===== src/rtl/inst_asm_pkg.sv =====
// Shared definitions for the instruction word assembler: state encoding,
// default word/PC widths used by fetch and decode, and the default bit that
// marks a two-word (opcode + immediate) instruction.
package inst_asm_pkg;

   localparam int WORD_W       = 16;
   localparam int PC_W         = 32;
   localparam int IMM_FLAG_BIT = 0;

   // Statistics counter widths (only used when the stats block is built)
   localparam int STAT_INST_W  = 32;
   localparam int STAT_FLUSH_W = 16;

   // 2'd3 is unused and recovers to S_FIRST
   typedef enum logic [1:0] {
      S_FIRST = 2'd0,
      S_IMM   = 2'd1,
      S_FULL  = 2'd2
   } asm_state_e;

endpackage


===== src/rtl/inst_asm_stats.sv =====
// Delivery / discard counters for the instruction word assembler.
// Built only when INST_WORD_ASSEMBLER_STATS_EN is defined. Counters wrap and
// are cleared only by reset.
module inst_asm_stats (
   input  logic                                 clk,
   input  logic                                 reset,
   input  logic                                 deliver,
   input  logic                                 deliver_imm,
   input  logic                                 discard,
   output logic [inst_asm_pkg::STAT_INST_W-1:0]  stat_insts,
   output logic [inst_asm_pkg::STAT_INST_W-1:0]  stat_imm_insts,
   output logic [inst_asm_pkg::STAT_FLUSH_W-1:0] stat_flushed
);
   import inst_asm_pkg::*;

   logic [STAT_INST_W-1:0]  insts_q, insts_d;
   logic [STAT_INST_W-1:0]  imm_insts_q, imm_insts_d;
   logic [STAT_FLUSH_W-1:0] flushed_q, flushed_d;

   // Next counter values: bump on each qualifying event, wrap naturally
   always_comb begin
      insts_d     = insts_q;
      imm_insts_d = imm_insts_q;
      flushed_d   = flushed_q;
      if (deliver) begin
         insts_d = insts_q + 1'b1;
      end
      if (deliver_imm) begin
         imm_insts_d = imm_insts_q + 1'b1;
      end
      if (discard) begin
         flushed_d = flushed_q + 1'b1;
      end
   end

   // Counter registers, cleared only on reset
   always_ff @(posedge clk) begin
      if (reset) begin
         insts_q     <= '0;
         imm_insts_q <= '0;
         flushed_q   <= '0;
      end else begin
         insts_q     <= insts_d;
         imm_insts_q <= imm_insts_d;
         flushed_q   <= flushed_d;
      end
   end

   assign stat_insts     = insts_q;
   assign stat_imm_insts = imm_insts_q;
   assign stat_flushed   = flushed_q;

endmodule


===== src/rtl/inst_word_assembler.sv =====
// Instruction word assembler: gathers one or two 16-bit fetch words into an
// instruction bundle for decode, back-pressures fetch while a bundle is held,
// and drops partial/pending work on flush.
// Optional: define INST_WORD_ASSEMBLER_STATS_EN to add delivery counters.
module inst_word_assembler #(
   parameter int IMM_FLAG_BIT = inst_asm_pkg::IMM_FLAG_BIT,
   parameter int WORD_W       = inst_asm_pkg::WORD_W,
   parameter int PC_W         = inst_asm_pkg::PC_W
) (
   input  logic              clk,
   input  logic              reset,
   input  logic              in_valid,
   input  logic [WORD_W-1:0] in_word,
   input  logic [PC_W-1:0]   in_pc,
   input  logic              flush,
   output logic              fetch_stall,
   output logic              out_valid,
   input  logic              out_ready,
   output logic [WORD_W-1:0] out_inst,
   output logic [WORD_W-1:0] out_imm,
   output logic              out_has_imm,
   output logic [PC_W-1:0]   out_pc
`ifdef INST_WORD_ASSEMBLER_STATS_EN
   ,
   output logic [31:0]       stat_insts,
   output logic [31:0]       stat_imm_insts,
   output logic [15:0]       stat_flushed
`endif
);
   import inst_asm_pkg::*;

   asm_state_e        state_q, state_d;
   logic              out_valid_q, out_valid_d;
   logic [WORD_W-1:0] out_inst_q, out_inst_d;
   logic [WORD_W-1:0] out_imm_q, out_imm_d;
   logic              out_has_imm_q, out_has_imm_d;
   logic [PC_W-1:0]   out_pc_q, out_pc_d;

   logic in_ready;
   logic xfer;

   // A held bundle blocks fetch unless decode drains it this same cycle
   assign in_ready    = (state_q != S_FULL) || out_ready;
   assign xfer        = in_valid && in_ready;
   assign fetch_stall = !in_ready;

   // Next-state and output-register computation; flush wins over all traffic
   always_comb begin
      state_d       = state_q;
      out_valid_d   = out_valid_q;
      out_inst_d    = out_inst_q;
      out_imm_d     = out_imm_q;
      out_has_imm_d = out_has_imm_q;
      out_pc_d      = out_pc_q;
      if (flush) begin
         state_d       = S_FIRST;
         out_valid_d   = 1'b0;
         out_imm_d     = '0;
         out_has_imm_d = 1'b0;
      end else begin
         case (state_q)
            S_FIRST, S_FULL: begin
               if (state_q == S_FULL && out_ready) begin
                  state_d     = S_FIRST;
                  out_valid_d = 1'b0;
               end
               if (xfer) begin
                  out_inst_d = in_word;
                  out_pc_d   = in_pc;
                  if (in_word[IMM_FLAG_BIT]) begin
                     state_d     = S_IMM;
                     out_valid_d = 1'b0;
                  end else begin
                     state_d       = S_FULL;
                     out_valid_d   = 1'b1;
                     out_imm_d     = '0;
                     out_has_imm_d = 1'b0;
                  end
               end
            end
            S_IMM: begin
               if (xfer) begin
                  state_d       = S_FULL;
                  out_valid_d   = 1'b1;
                  out_imm_d     = in_word;
                  out_has_imm_d = 1'b1;
               end
            end
            default: begin
               state_d     = S_FIRST;
               out_valid_d = 1'b0;
            end
         endcase
      end
   end

   // State and registered bundle outputs; reset clears everything
   always_ff @(posedge clk) begin
      if (reset) begin
         state_q       <= S_FIRST;
         out_valid_q   <= 1'b0;
         out_inst_q    <= '0;
         out_imm_q     <= '0;
         out_has_imm_q <= 1'b0;
         out_pc_q      <= '0;
      end else begin
         state_q       <= state_d;
         out_valid_q   <= out_valid_d;
         out_inst_q    <= out_inst_d;
         out_imm_q     <= out_imm_d;
         out_has_imm_q <= out_has_imm_d;
         out_pc_q      <= out_pc_d;
      end
   end

   assign out_valid   = out_valid_q;
   assign out_inst    = out_inst_q;
   assign out_imm     = out_imm_q;
   assign out_has_imm = out_has_imm_q;
   assign out_pc      = out_pc_q;

`ifdef INST_WORD_ASSEMBLER_STATS_EN
   logic deliver;
   logic deliver_imm;
   logic discard;

   // A handshake during flush is not a delivery; a flush discards work only
   // when a partial opcode or an undelivered bundle is held
   assign deliver     = out_valid_q && out_ready && !flush;
   assign deliver_imm = deliver && out_has_imm_q;
   assign discard     = flush && ((state_q == S_IMM) || (state_q == S_FULL));

   inst_asm_stats u_stats (
      .clk            (clk),
      .reset          (reset),
      .deliver        (deliver),
      .deliver_imm    (deliver_imm),
      .discard        (discard),
      .stat_insts     (stat_insts),
      .stat_imm_insts (stat_imm_insts),
      .stat_flushed   (stat_flushed)
   );
`endif

endmodule


===== config.mk =====
export PLATFORM = sky130hd
export DESIGN_NAME = inst_word_assembler
export DESIGN_NICKNAME = d
export VERILOG_FILES = /design/src/rtl/inst_asm_pkg.sv /design/src/rtl/inst_asm_stats.sv /design/src/rtl/inst_word_assembler.sv
export SDC_FILE = /design/constraint.sdc
export NUM_CORES = 1
export LEC_CHECK = 0
export ABC_AREA = 1
export CAP_MARGIN = 15
export CORE_MARGIN = 5
export CORE_UTILIZATION = 44
export DETAILED_ROUTE_END_ITERATION = 6
export PLACE_DENSITY_LB_ADDON = 0.15
export SETUP_SLACK_MARGIN = 0.4
export SYNTH_ARGS = -nofsm -noshare
export SYNTH_HDL_FRONTEND = slang
export SYNTH_HIERARCHICAL = 1
export SYNTH_SLANG_ARGS = --single-unit

===== constraint.sdc =====
create_clock -name clk -period 2.6 [get_ports clk]
set_input_delay 0.26 -clock clk [delete_from_list [all_inputs] [get_ports clk]]
set_output_delay 0.26 -clock clk [all_outputs]
set_load 0.02 [all_outputs]

==> results.ini <==
[hold_path]
hold_path.startpoint = out_imm[7]
holdPathStages = 2
min_path_type = reg2reg
hold_end = out_imm[7]

[yosys]
netlist_instances = 394
synth-seq-cells = 67
avgSynthCellArea_um2 = 6.71
ys_seq_area_frac = 0.507
ys_types = 17
synth_area_um2 = 2640
yosys_warnings = 6
synth_fp_nets = 447

[placed_design]
place_congestion = 0.794
pre_cts_ws_ps = 780
hpwl_mm = 4.64
port_buffers = 119
dpl.cell_count = 574

[sta]
worst_pin_slew_ps = 526
fmax_mhz = 534
worst_slack_ps = 726
relSlewSlack = 0.649
layout_min_cycle_time_ps = 1870
final.period_utilization = 0.721
setup_viol = 0
rsz0062_at_grt = false
setup_tns_ps = 0
finalHoldViolations = 0
skew_ps = 6.75
finalMaxSlewViolations = 0

[global_routing]
first_global_vias = 2400
grt.total_usage = 0.177
grt_overflow_total = 0
grt_max_degree = 57
antenna_found_initial = 0
grt_pass1_wl_mm = 10.7

[outcome]
status = finished, final reports clean

[cts]
ctsHoldBuffers = 0
postCtsSetupRepairBufs = 0
cts-buffers-inserted = 9
cts_tree = done
clockBufferDepth = 2
cts_resized = 0
clk_pin_slew_worst_paths_ps = 80
clock_latency_ps = 330
cts_sinks = 67
clockRootBuffer = clkbuf_8
cts_max_level = 3

[floorplan]
initial_core_util = 0.449
die_height_um = 87.5
io_pins = 120
row_count = 28
core_um2 = 5890
die_x_um = 87.5
dieArea_um2 = 7660

[worst_setup_path]
crit_path_max_fanout = 4
path_class = reg2out
reg2reg_from = state_q[1]
required_ps = 2340
rr_worst_depth = 6
cp-end-kind = output pin
regToRegSetupSlack_ps = 1210
startpoint_type = flip-flop
cp.arrival_ps = 1610
rr_endpoint = out_pc[13]

[job]
maxCapViolCount = 0

[finish]
final_common_cell = nand2_1
drive_above_1_share = 0.0466
fin_nets = 563
area_growth_pct = 54.2
fin_cells = 590
layout_common_cells = nand2_1, clkdlybuf4s50_1, nor2_1
diodes = 0

[drt]
ant_nets = 0
wl_mm = 6.61
viasPerCell = 4.37
drc_errors = 0
via_count = 2577
drtIter0Drc = 93
wire_per_inst_um = 11.2
drtPass1Iterations = 4

[pwr]
ir_worst_vdd_v = 0.000374
p_leak_uw = 0.00186
p_per_area_nw_per_um2 = 589

==> Yosys cell counts <==
library cell | number | area share
inv_2 | 2 | 0.0028
nand2_1 | 131 | 0.19
nor2_1 | 95 | 0.13
inv_1 | 54 | 0.077
a21oi_1 | 17 | 0.032
nand3_2 | 1 | 0.0038
nand4_1 | 1 | 0.0024
nand4_2 | 1 | 0.0047
dfxtp_1 | 67 | 0.51
buf_2 | 6 | 0.011
buf_6 | 1 | 0.0043
clkinv_1 | 1 | 0.0014
o21ai_0 | 1 | 0.0019
o31ai_1 | 1 | 0.0028
clkbuf_1 | 8 | 0.011
buf_4 | 3 | 0.0085
nand3_1 | 4 | 0.0076
==> metrics by stage <==
stage	hold slack (ps)	utilization	cell area (µm²)	total power [µW]
after floorplan	361	-	2640	1350
after global placement	447	0.658	3870	1560
after detailed placement	455	0.658	3870	1570
after CTS	466	0.693	4080	2430
after global routing	496	0.693	4080	2530
final	465	0.693	4080	2400
==> critical path: stages (launching register included) <==
cell and delay (ps):
dfxtp_1 330, inv_2 100, nand3_1 160, inv_1 90
clkdlybuf4s50_1 600
==> layout make-up <==
cell class / count / area, µm²
Fill cell: 503 / 1810
Multi-Input combinational cell: 252 / 1000
Tap cell: 75 / 93.8
Clock buffer: 9 / 124
Clock inverter: 7 / 78.8
Inverter: 57 / 214
Timing Repair Buffer: 123 / 1220
Sequential cell: 67 / 1340
==> cells by family after synthesis <==
| family | after synthesis | share of synthesized area |
|---|---|---|
| compound gates | 19 | 0.0369 |
| buf+inv | 75 | 0.116 |
| flops | 67 | 0.507 |
| simple gates | 233 | 0.339 |
==> metal layers <==
metal	GRT usage	vias up	share of wire
li1	-	1378	-
met1	0.203	1112	0.43
met2	0.292	77	0.46
met3	0.0681	10	0.092
met4	0.0767	0	0.015
met5	0	-	0
==> worst max path at each step <==
stage | slack, ps | start | to | depth (start not counted)
floorplan | 1410 | state_q[1] | out_inst[6] | 6
global placement | 800 | out_ready | fetch_stall | 5
detailed placement | 780 | out_ready | fetch_stall | 5
CTS | 720 | state_q[0] | fetch_stall | 4
global route | 630 | state_q[0] | fetch_stall | 4
finish | 730 | state_q[0] | fetch_stall | 4
==> report_power, final <==
group          leakage, µW  switching (µW)  internal (µW)  total, µW
Sequential        0.000549            28.4           1080       1110
Clock            0.0000916             411            447        857
Combinational      0.00122             222            212        434
==> sequential cells by signal (all words and copies together) (netlist names) <==
name	flops
out_pc	32
out_inst	16
out_has_imm	1
out_imm	16
state_q	2
(Power assumes the default switching activity.)
